===== src/rtl/even_sweep_ctrl.sv =====
// even_sweep_ctrl: sweeps lo..hi through an external even checker and tallies even/odd replies
module even_sweep_ctrl #(
  parameter int W = 8
) (
  input  logic         clk,
  input  logic         reset,
  input  logic         start,
  input  logic [W-1:0] lo,
  input  logic [W-1:0] hi,
  input  logic         abort,
  output logic [W-1:0] chk_num,
  output logic         chk_valid,
  input  logic         chk_result,
  output logic         busy,
  output logic         done,
  output logic         err,
  output logic [W:0]   even_cnt,
  output logic [W:0]   odd_cnt
);
  typedef enum logic [1:0] {IDLE, RUN, DONE} state_t;
  state_t state, state_nx;
  logic [W-1:0] cur, hi_q;
  logic accept, last;
  assign accept = state == IDLE && start;
  assign last = cur == hi_q;
  // state register
  always_ff @(posedge clk) state <= reset ? IDLE : state_nx;
  // next state and state-decoded outputs; abort wins over the final-cycle exit
  always_comb begin
    state_nx = IDLE;
    if (accept) state_nx = lo <= hi ? RUN : DONE;
    else if (state == RUN) state_nx = abort ? IDLE : last ? DONE : RUN;
    busy = state == RUN;
    chk_valid = state == RUN;
    done = state == DONE;
    chk_num = cur;
  end
  // sweep datapath: cur walks lo..hi and parks on the last number shown, so hi=max never wraps
  always_ff @(posedge clk) begin
    if (reset) begin
      cur <= '0;
      hi_q <= '0;
      err <= 1'b0;
      even_cnt <= '0;
      odd_cnt <= '0;
    end else if (accept) begin
      even_cnt <= '0;
      odd_cnt <= '0;
      err <= lo > hi;
      if (lo <= hi) begin
        cur <= lo;
        hi_q <= hi;
      end
    end else if (state == RUN) begin
      even_cnt <= even_cnt + {{W{1'b0}}, chk_result};
      odd_cnt <= odd_cnt + {{W{1'b0}}, ~chk_result};
      if (!abort && !last) cur <= cur + 1'b1;
    end
  end
endmodule


===== config.mk =====
export PLATFORM = sky130hd
export DESIGN_NAME = even_sweep_ctrl
export DESIGN_NICKNAME = d
export VERILOG_FILES = /design/src/rtl/even_sweep_ctrl.sv
export SDC_FILE = /design/constraint.sdc
export NUM_CORES = 1
export LEC_CHECK = 0
export CAP_MARGIN = 20
export CORE_MARGIN = 2
export CORE_UTILIZATION = 44
export DETAILED_ROUTE_END_ITERATION = 8
export PLACE_DENSITY = 0.77
export SYNTH_ARGS = -nofsm -noshare
export SYNTH_HDL_FRONTEND = slang
export SYNTH_SLANG_ARGS = --single-unit
export TNS_END_PERCENT = 50

===== constraint.sdc =====
create_clock -name clk -period 1.8 [get_ports clk]
set_input_delay 0.36 -clock clk [delete_from_list [all_inputs] [get_ports clk]]
set_output_delay 0.36 -clock clk [all_outputs]
set_load 0.02 [all_outputs]

After elaboration in Yosys (flattened, before gate mapping):

Index checks and enable logic that the tools add are counted.

* add/sub/neg operators: 3
* magnitude comparators: 2
* equality and inequality tests: 4
* multiplexer cells: 9
* bitwise operators: 1
* reduce and logical (&&, ||, !) cells: 10

Operator list (number)
* 2-to-1 mux 8 bit: 4
* adder 9 x 1 -> 9 bit: 2
* 2-to-1 mux 2 bit: 5
* adder 8 x 1 -> 8 bit (second input constant): 1
* equality test 8 bit: 1
* > comparator 8 bit: 1
* less-or-equal comparator 8 bit: 1
* nonzero test 2 bit: 2
* AND reduction 3 bit: 1
* equality test 2 x 1 -> 1 bit (second input constant): 1
* equality test 2 bit (second input constant): 1
* logical AND 1 bit: 2
* zero test 1 bit: 2
* zero test 2 bit: 1
* inequality test 2 x 1 -> 1 bit (second input constant): 1
* AND reduction 2 bit: 1
* OR reduction 2 bit: 1
* NOT 1 bit: 1

* register bits after elaboration: 37
* output and inout bits: 30
* word-level logic and storage cells: 35

Longest topological paths before layout:

Gate-level depths: netlist of run 1.

* depth after elaboration: 6
* gate-level depth with buffers: 9

Least setup slack after synthesis of run 1:

OpenSTA, ideal clock, no wires.

* path type: input-to-reg
* from: input port hi[1]
* to: register hi_q[0]
* arrival time: 1684 ps
* slack: -11 ps
* cell stages on the path: 9
* buffers on the path: 1
* path through: inv_1 > ha_1 > nor2b_1 > o211ai_1 > a211o_2 > nand3_4 > buf_8 > mux2i_1 > nor2_1

* cells in the longest elaborated chain, start to end: 2

RTL lines
* from (decl): line 9 `input logic [W-1:0] hi,`
* less-or-equal comparator 8 bit: line 50 `if (lo <= hi) begin`
* AND reduction 2 bit (no source line)
* to (signal assigned): line 52 `hi_q <= hi;`
* to (decl): line 22 `logic [W-1:0] cur, hi_q;`

No other way between the ends.
A chain may end at the register's enable or synchronous reset.

Final worst setup path of run 1:

* from: register cur[0], in the netlist chk_num[0]
* to: output port chk_num[0]

RTL lines
* from (decl): line 22
* from (signal assigned): line 51 `cur <= lo;`
* from (signal assigned): line 57 `if (!abort && !last) cur <= cur + 1'b1;`
* to (decl): line 11 `output logic [W-1:0] chk_num,`

No word-level cell between the ends.

==> results of run 1 <==
-- layout make-up --
cell class	count	area, um^2	area share (%)
Multi-Input combinational cell	172	1350	44.5
Tap cell	52	65.1	2.15
Inverter	14	55.1	1.82
Timing Repair Buffer	86	731	24.2
Sequential cell	37	741	24.5
Clock buffer	7	86.3	2.85
-- stage by stage --
stage	std cells	setup WS [ns]	setup TNS, ns	utilization [%]	power (W)
2_1_floorplan	233	0.00474	0	-	0.00121
3_3_place_gp	357	-0.614	-11.08	63.9	0.00143
3_5_place_dp	357	-0.649	-12.10	63.9	0.00144
4_1_cts	364	0.00271	0	68.1	0.00205
5_1_grt	368	-0.0273	-0.0570	68.1	0.00215
6_report	368	0.0430	0	68.1	0.00206
-- path summary, 6_finish.rpt --
kind,endpoint,cells past startpoint,from,slack [ns]
setup reg to reg,chk_num[2],6,chk_num[7],0.21
hold reg to reg,err,2,err,0.47
hold / removal,hi_q[7],3,hi[7],0.33
setup / recovery,chk_num[0],2,chk_num[0],0.04
-- cells by family after synthesis --
| family | Yosys count |
|---|---|
| AND/OR/NAND/NOR | 82 |
| AO/OA/AOI/OAI | 49 |
| flip-flops | 37 |
| buffers and inverters | 24 |
| XOR/XNOR | 20 |
| adder cells (fa/ha/maj) | 13 |
| multiplexers | 8 |
-- cells in the mapped netlist, types with 2 or more instances --
cell,number,share of area (%)
a21oi_1,19,4.6
nand4_4,2,2.1
o22ai_1,2,0.61
a21oi_2,2,0.85
clkbuf_1,4,0.73
o31ai_1,2,0.73
xnor2_1,8,3.4
ha_1,13,7.9
o211ai_1,2,0.73
nor2_1,22,4.0
or3_1,5,1.5
nand4_1,7,2.1
and2_1,3,0.91
inv_1,13,2.4
o21ai_0,8,1.9
nand2_1,23,4.2
nor2b_1,3,0.91
a31oi_1,5,1.5
dfxtp_1,37,36
buf_6,3,1.6
nand2b_1,3,0.91
mux2i_1,8,3.9
xor2_1,11,4.7
o21ai_1,2,0.49
and3_1,5,1.5
-- metal layers --
metal | track usage, % | up-vias | part of all wire [%]
met2 | 34.4 | 63 | 48
met3 | 5.14 | 11 | 5.1
met4 | 7.82 | 0 | 2.2
met1 | 24.7 | 867 | 44
met5 | 0 | - | 0
li1 | - | 972 | -
-- critical path, cell delays in order, from the launching register on --
cell and delay, ns:
dfxtp_1 0.35, buf_4 0.15, clkdlybuf4s50_1 0.60
-- power breakdown --
group,switching (W),total [W],internal (W),leakage (nW)
logic,0.000288,0.000582,0.000294,0.946
registers,0.0000319,0.000890,0.000858,0.300
clock network,0.000282,0.000585,0.000304,0.0443
total,0.000601,0.00206,0.00146,1.29
-- timing repair --
| action | 4_1_cts | 5_1_grt |
|---|---|---|
| setup endpoints to repair | 23 | 19 |
| pin swaps | 9 | 11 |
| hold endpoints to repair | 0 | 0 |
| resized for setup | 46 | 30 |
| setup buffers | 0 | 4 |
-- registers in the layout, indices dropped and copies added (netlist names) --
signal	count
state	2
err	1
odd_cnt	9
chk_num	8
even_cnt	9
hi_q	8
==> reports/qor.yml, run 1 <==
status:
  status: "finished clean"
drt:
  drc: 0
  via_per_inst: 5.20
  wl_per_cell_um: 13.8
  num_vias: 1913
  first_iter_violations: 53
  wirelength_um: 5070
  ant_nets: 0
  drt_first_pass_iters: 4
clock_network:
  cts.sinks: 37
  htree_levels: 2
  worstSkewPairLatency_ns: 0.29
  cts_tree: "built"
  clkTransAtPathRegs_ns: 0.07
  cts_buffers: 5
  cts_hold_buf: 0
  cts-root-buf: "clkbuf_8"
  cts_buffer_depth: 2
global_routing:
  overflow: 0
  grt_max_degree: 22
  grt_use_total_pct: 20.3
  grt_pass1_vias: 1804
  grt_pass1_wl_um: 8170
  antenna_found_initial: 0
placed_design:
  placed_cell_area_mm2: 0.00284
  gp_congestion: 0.801
  hpwlAfterDp_um: 3780
  io_buffers: 50
logic_synthesis:
  syn_inst: 233
  synth_top_family_by_area: "simple AND/OR/NAND/NOR gates"
  yosys.area_share.xor_xnor_pct: 8.86
  async_flop_share_pct: 0
  ys_seq_area_share_pct: 35.9
  synth-compound-area-share_pct: 15.0
  synth-simple-area-share_pct: 22.1
  synth_fa_ha_area_share_pct: 7.89
  synth_mux_area_share_pct: 3.88
  ys_types: 46
  synth_nets: 267
  ys_warn_count: 0
  avgSynthCellArea_um2: 8.85
  ys.flop_type: "dfxtp_1"
  syn_area_mm2: 0.00206
  synth-edff-count: 0
  synth_seq_cells: 37
timing:
  period_share_pct: 97.6
  slew_headroom_pct: 72.1
  final_max_slew_viol_count: 0
  worst_hold_slack_ns: 0.333
  clock_skew_ns: 0.00379
  fmax_mhz: 569
  hold_viol: 0
  period_needed_ns: 1.76
  rsz0062_at_grt: "yes"
  setup_viol: 0
  worst_pin_slew_ns: 0.419
die:
  rows: 24
  start_util_pct: 46.4
  die_w_um: 72.5
  core_region_area_mm2: 0.00444
  dieArea_mm2: 0.00525
  num_io_pins: 51
  die_y_um: 72.5
critical_path:
  crit_type: "reg -> out"
  path_max_fanout: 6
  worst_setup_path_end_kind: "output pin"
  worstPathRequired_ns: 1.44
  startpoint_type: "register"
  arrival_ns: 1.40
final_layout:
  layout_common_cells: "dfxtp_1 (37), buf_4 (34), clkdlybuf4s50_1 (28), nand2_1 (23), nor2_1 (22)"
  layout-drive-gt1-share_pct: 28.2
  syn_to_final_growth_pct: 46.7
  final_common_cell: "dfxtp_1"
  design_area_mm2: 0.00303
  fin_nets: 350
  antenna_cells: 0
  nFillCells: 381
hold_path:
  hold_class: "in -> reg"
power:
  power_density_mw_per_mm2: 680
  vdd_drop_max_mv: 0.406
  p_leak_nw: 1.29
flow_run:
  maxCapViolCount: 0
Power figures use the tool's default switching activity.
==> run 2, diff against run 1 <==
--- a/config.mk
+++ b/config.mk
@@ -7,9 +7,10 @@
 export LEC_CHECK = 0
 export CAP_MARGIN = 20
 export CORE_MARGIN = 2
-export CORE_UTILIZATION = 44
+export CORE_UTILIZATION = 45
 export DETAILED_ROUTE_END_ITERATION = 8
-export PLACE_DENSITY = 0.77
+export DONT_BUFFER_PORTS = 1
+export PLACE_DENSITY = 0.64
 export SYNTH_ARGS = -nofsm -noshare
 export SYNTH_HDL_FRONTEND = slang
 export SYNTH_SLANG_ARGS = --single-unit
==> run 2 against run 1 <==
Routed wire length shrank 15%. Register-to-register slack worse by 0.02 ns. Flip-flop and latch count is the same. First-iteration DRC count unchanged. Non-clock buffer count shrank 63. Clock power is 4.3% lower. Clock skew increased by 0.0027 ns. Power decreased by 11%.
==> reports/qor.yml, run 2 (synthesis gave the netlist of run 1 again) <==
status:
  status: "finished clean"
power:
  power_density_mw_per_mm2: 789  # +16%
  p_leak_nw: 0.985  # -24%
  vdd_drop_max_mv: 0.432  # +6.4%
timing:
  period_share_pct: 92.1  # -5.5 points
  worst_hold_slack_ns: 0.136  # -0.197 ns
  worst_pin_slew_ns: 0.435  # +0.0159 ns
  worst_slack_ns: 0.143  # +0.0999 ns
  period_needed_ns: 1.66  # -0.0999 ns
  slew_headroom_pct: 71.0  # -1.1 points
  final_max_slew_viol_count: 0  # unchanged
  fmax_mhz: 603  # +6.0%
  clock_skew_ns: 0.00646  # +0.00267 ns
  tns_ns: 0  # unchanged
  rsz0062_at_grt: "no"
  setup_viol: 0  # unchanged
  hold_viol: 0  # unchanged
drt:
  wl_per_cell_um: 14.1  # +2.4%
  num_vias: 1653  # -14%
  wirelength_um: 4320  # -15%
  drt_first_pass_iters: 4  # unchanged
  first_iter_violations: 53  # unchanged
  drc: 0  # unchanged
  ant_nets: 0  # unchanged
  via_per_inst: 5.40  # +3.9%
critical_path:
  worst_setup_path_end_kind: "register"
  worstPathRequired_ns: 1.96  # +0.52 ns
  path_max_fanout: 5  # -1
  arrival_ns: 1.82  # +0.42 ns
  startpoint_type: "primary input"
  ff2ff_setup_slack_ns: 0.19  # -0.02 ns
  crit_type: "in -> reg"
die:
  dieArea_mm2: 0.00514  # -2.1%
  die_w_um: 71.7  # -1.1%
  die_y_um: 71.7  # -1.1%
  core_region_area_mm2: 0.00438  # -1.4%
  num_io_pins: 51  # unchanged
  rows: 24  # unchanged
  start_util_pct: 47.0  # +0.64 points
final_layout:
  antenna_cells: 0  # unchanged
  fin_nets: 287  # -18%
  utilization_pct: 53.1  # -15 points
  regArea_um2: 741  # unchanged
  layout-drive-gt1-share_pct: 18.9  # -9.3 points
  design_area_mm2: 0.00233  # -23%
  syn_to_final_growth_pct: 12.9
  final_common_cell: "dfxtp_1"
  multi_input_area_mm2: 0.00121  # -10%
  layout_common_cells: "dfxtp_1 (37), nand2_1 (23), buf_4 (23), nor2_1 (22), a21oi_1 (19)"
  reg_top3: "even_cnt: 9 flops, odd_cnt: 9 flops"
  nFillCells: 439  # +15%
flow_run:
  maxCapViolCount: 0  # unchanged
clock_network:
  cts_buffers: 5  # unchanged
  worstSkewPairLatency_ns: 0.29  # about the same
  cts_resized: 0  # -100%
  post-cts-setup-buffers: 0  # unchanged
  cts-root-buf: "clkbuf_8"
  cts.sinks: 37  # unchanged
  cts_buffer_depth: 2  # unchanged
  clkTransAtPathRegs_ns: 0.07  # about the same
  htree_levels: 2  # unchanged
  cts_tree: "built"
  cts_hold_buf: 0  # unchanged
placed_design:
  placed_cell_area_mm2: 0.00225  # -21%
  hpwlAfterDp_um: 3350  # -11%
  dp_slack_ns: -0.158  # +0.491 ns
  gp_congestion: 0.738  # -7.9%
  io_buffers: 0  # -100%
global_routing:
  antenna_found_initial: 0  # unchanged
  grt_use_total_pct: 17.9  # -2.3 points
  grt_pass1_wl_um: 7180  # -12%
  grt_pass1_vias: 1594  # -12%
  overflow: 0  # unchanged
  grt_max_degree: 23  # +4.5%
hold_path:
  hold_class: "in -> reg"
==> run 2: stage by stage <==
stage	std cells	total power (W)
after floorplan	233	0.00121
after global placement	298	0.00130
after detailed placement	298	0.00130
after CTS	306	0.00186
after global routing	306	0.00195
final	306	0.00184
==> run 2: area by class of cell <==
cell class | instances | area share [%]
clock buffers | 6 | 3.12
clock inverters | 2 | 0.430
inverters | 14 | 2.36
multi-input cells | 172 | 52.1
flip-flops and latches | 37 | 31.8
well taps | 52 | 2.79
repair buffers | 23 | 7.42
==> run 2: where the power goes <==
group / internal [W] / switching, W
registers: 0.000858 / 0.0000313
logic: 0.000169 / 0.000220
clock network: 0.000268 / 0.000291
==> run 2: critical path, stage by stage <==
cell and delay (ns):
inv_4 0.02, ha_4 0.25, nor2b_1 0.13, o211ai_1 0.11, a211o_4 0.38, and2_1 0.21, a21oi_2 0.26, o31ai_1 0.11
==> run 2: path summary, 6_finish.rpt <==
path                   start         end  cells after the start
setup / recovery       hi[1]  chk_num[3]                      8
hold / removal         reset    state[1]                      1
setup reg to reg  chk_num[2]  chk_num[6]                      6
hold reg to reg      hi_q[0]     hi_q[0]                      2
==> run 2: per-layer routing <==
layer	track usage [%]	vias up	part of all wire, %
met3	7.74	7	9.1
met2	29.2	51	47
met5	0	-	0
met1	20.8	744	43
met4	6.92	0	1.7
li1	-	851	-
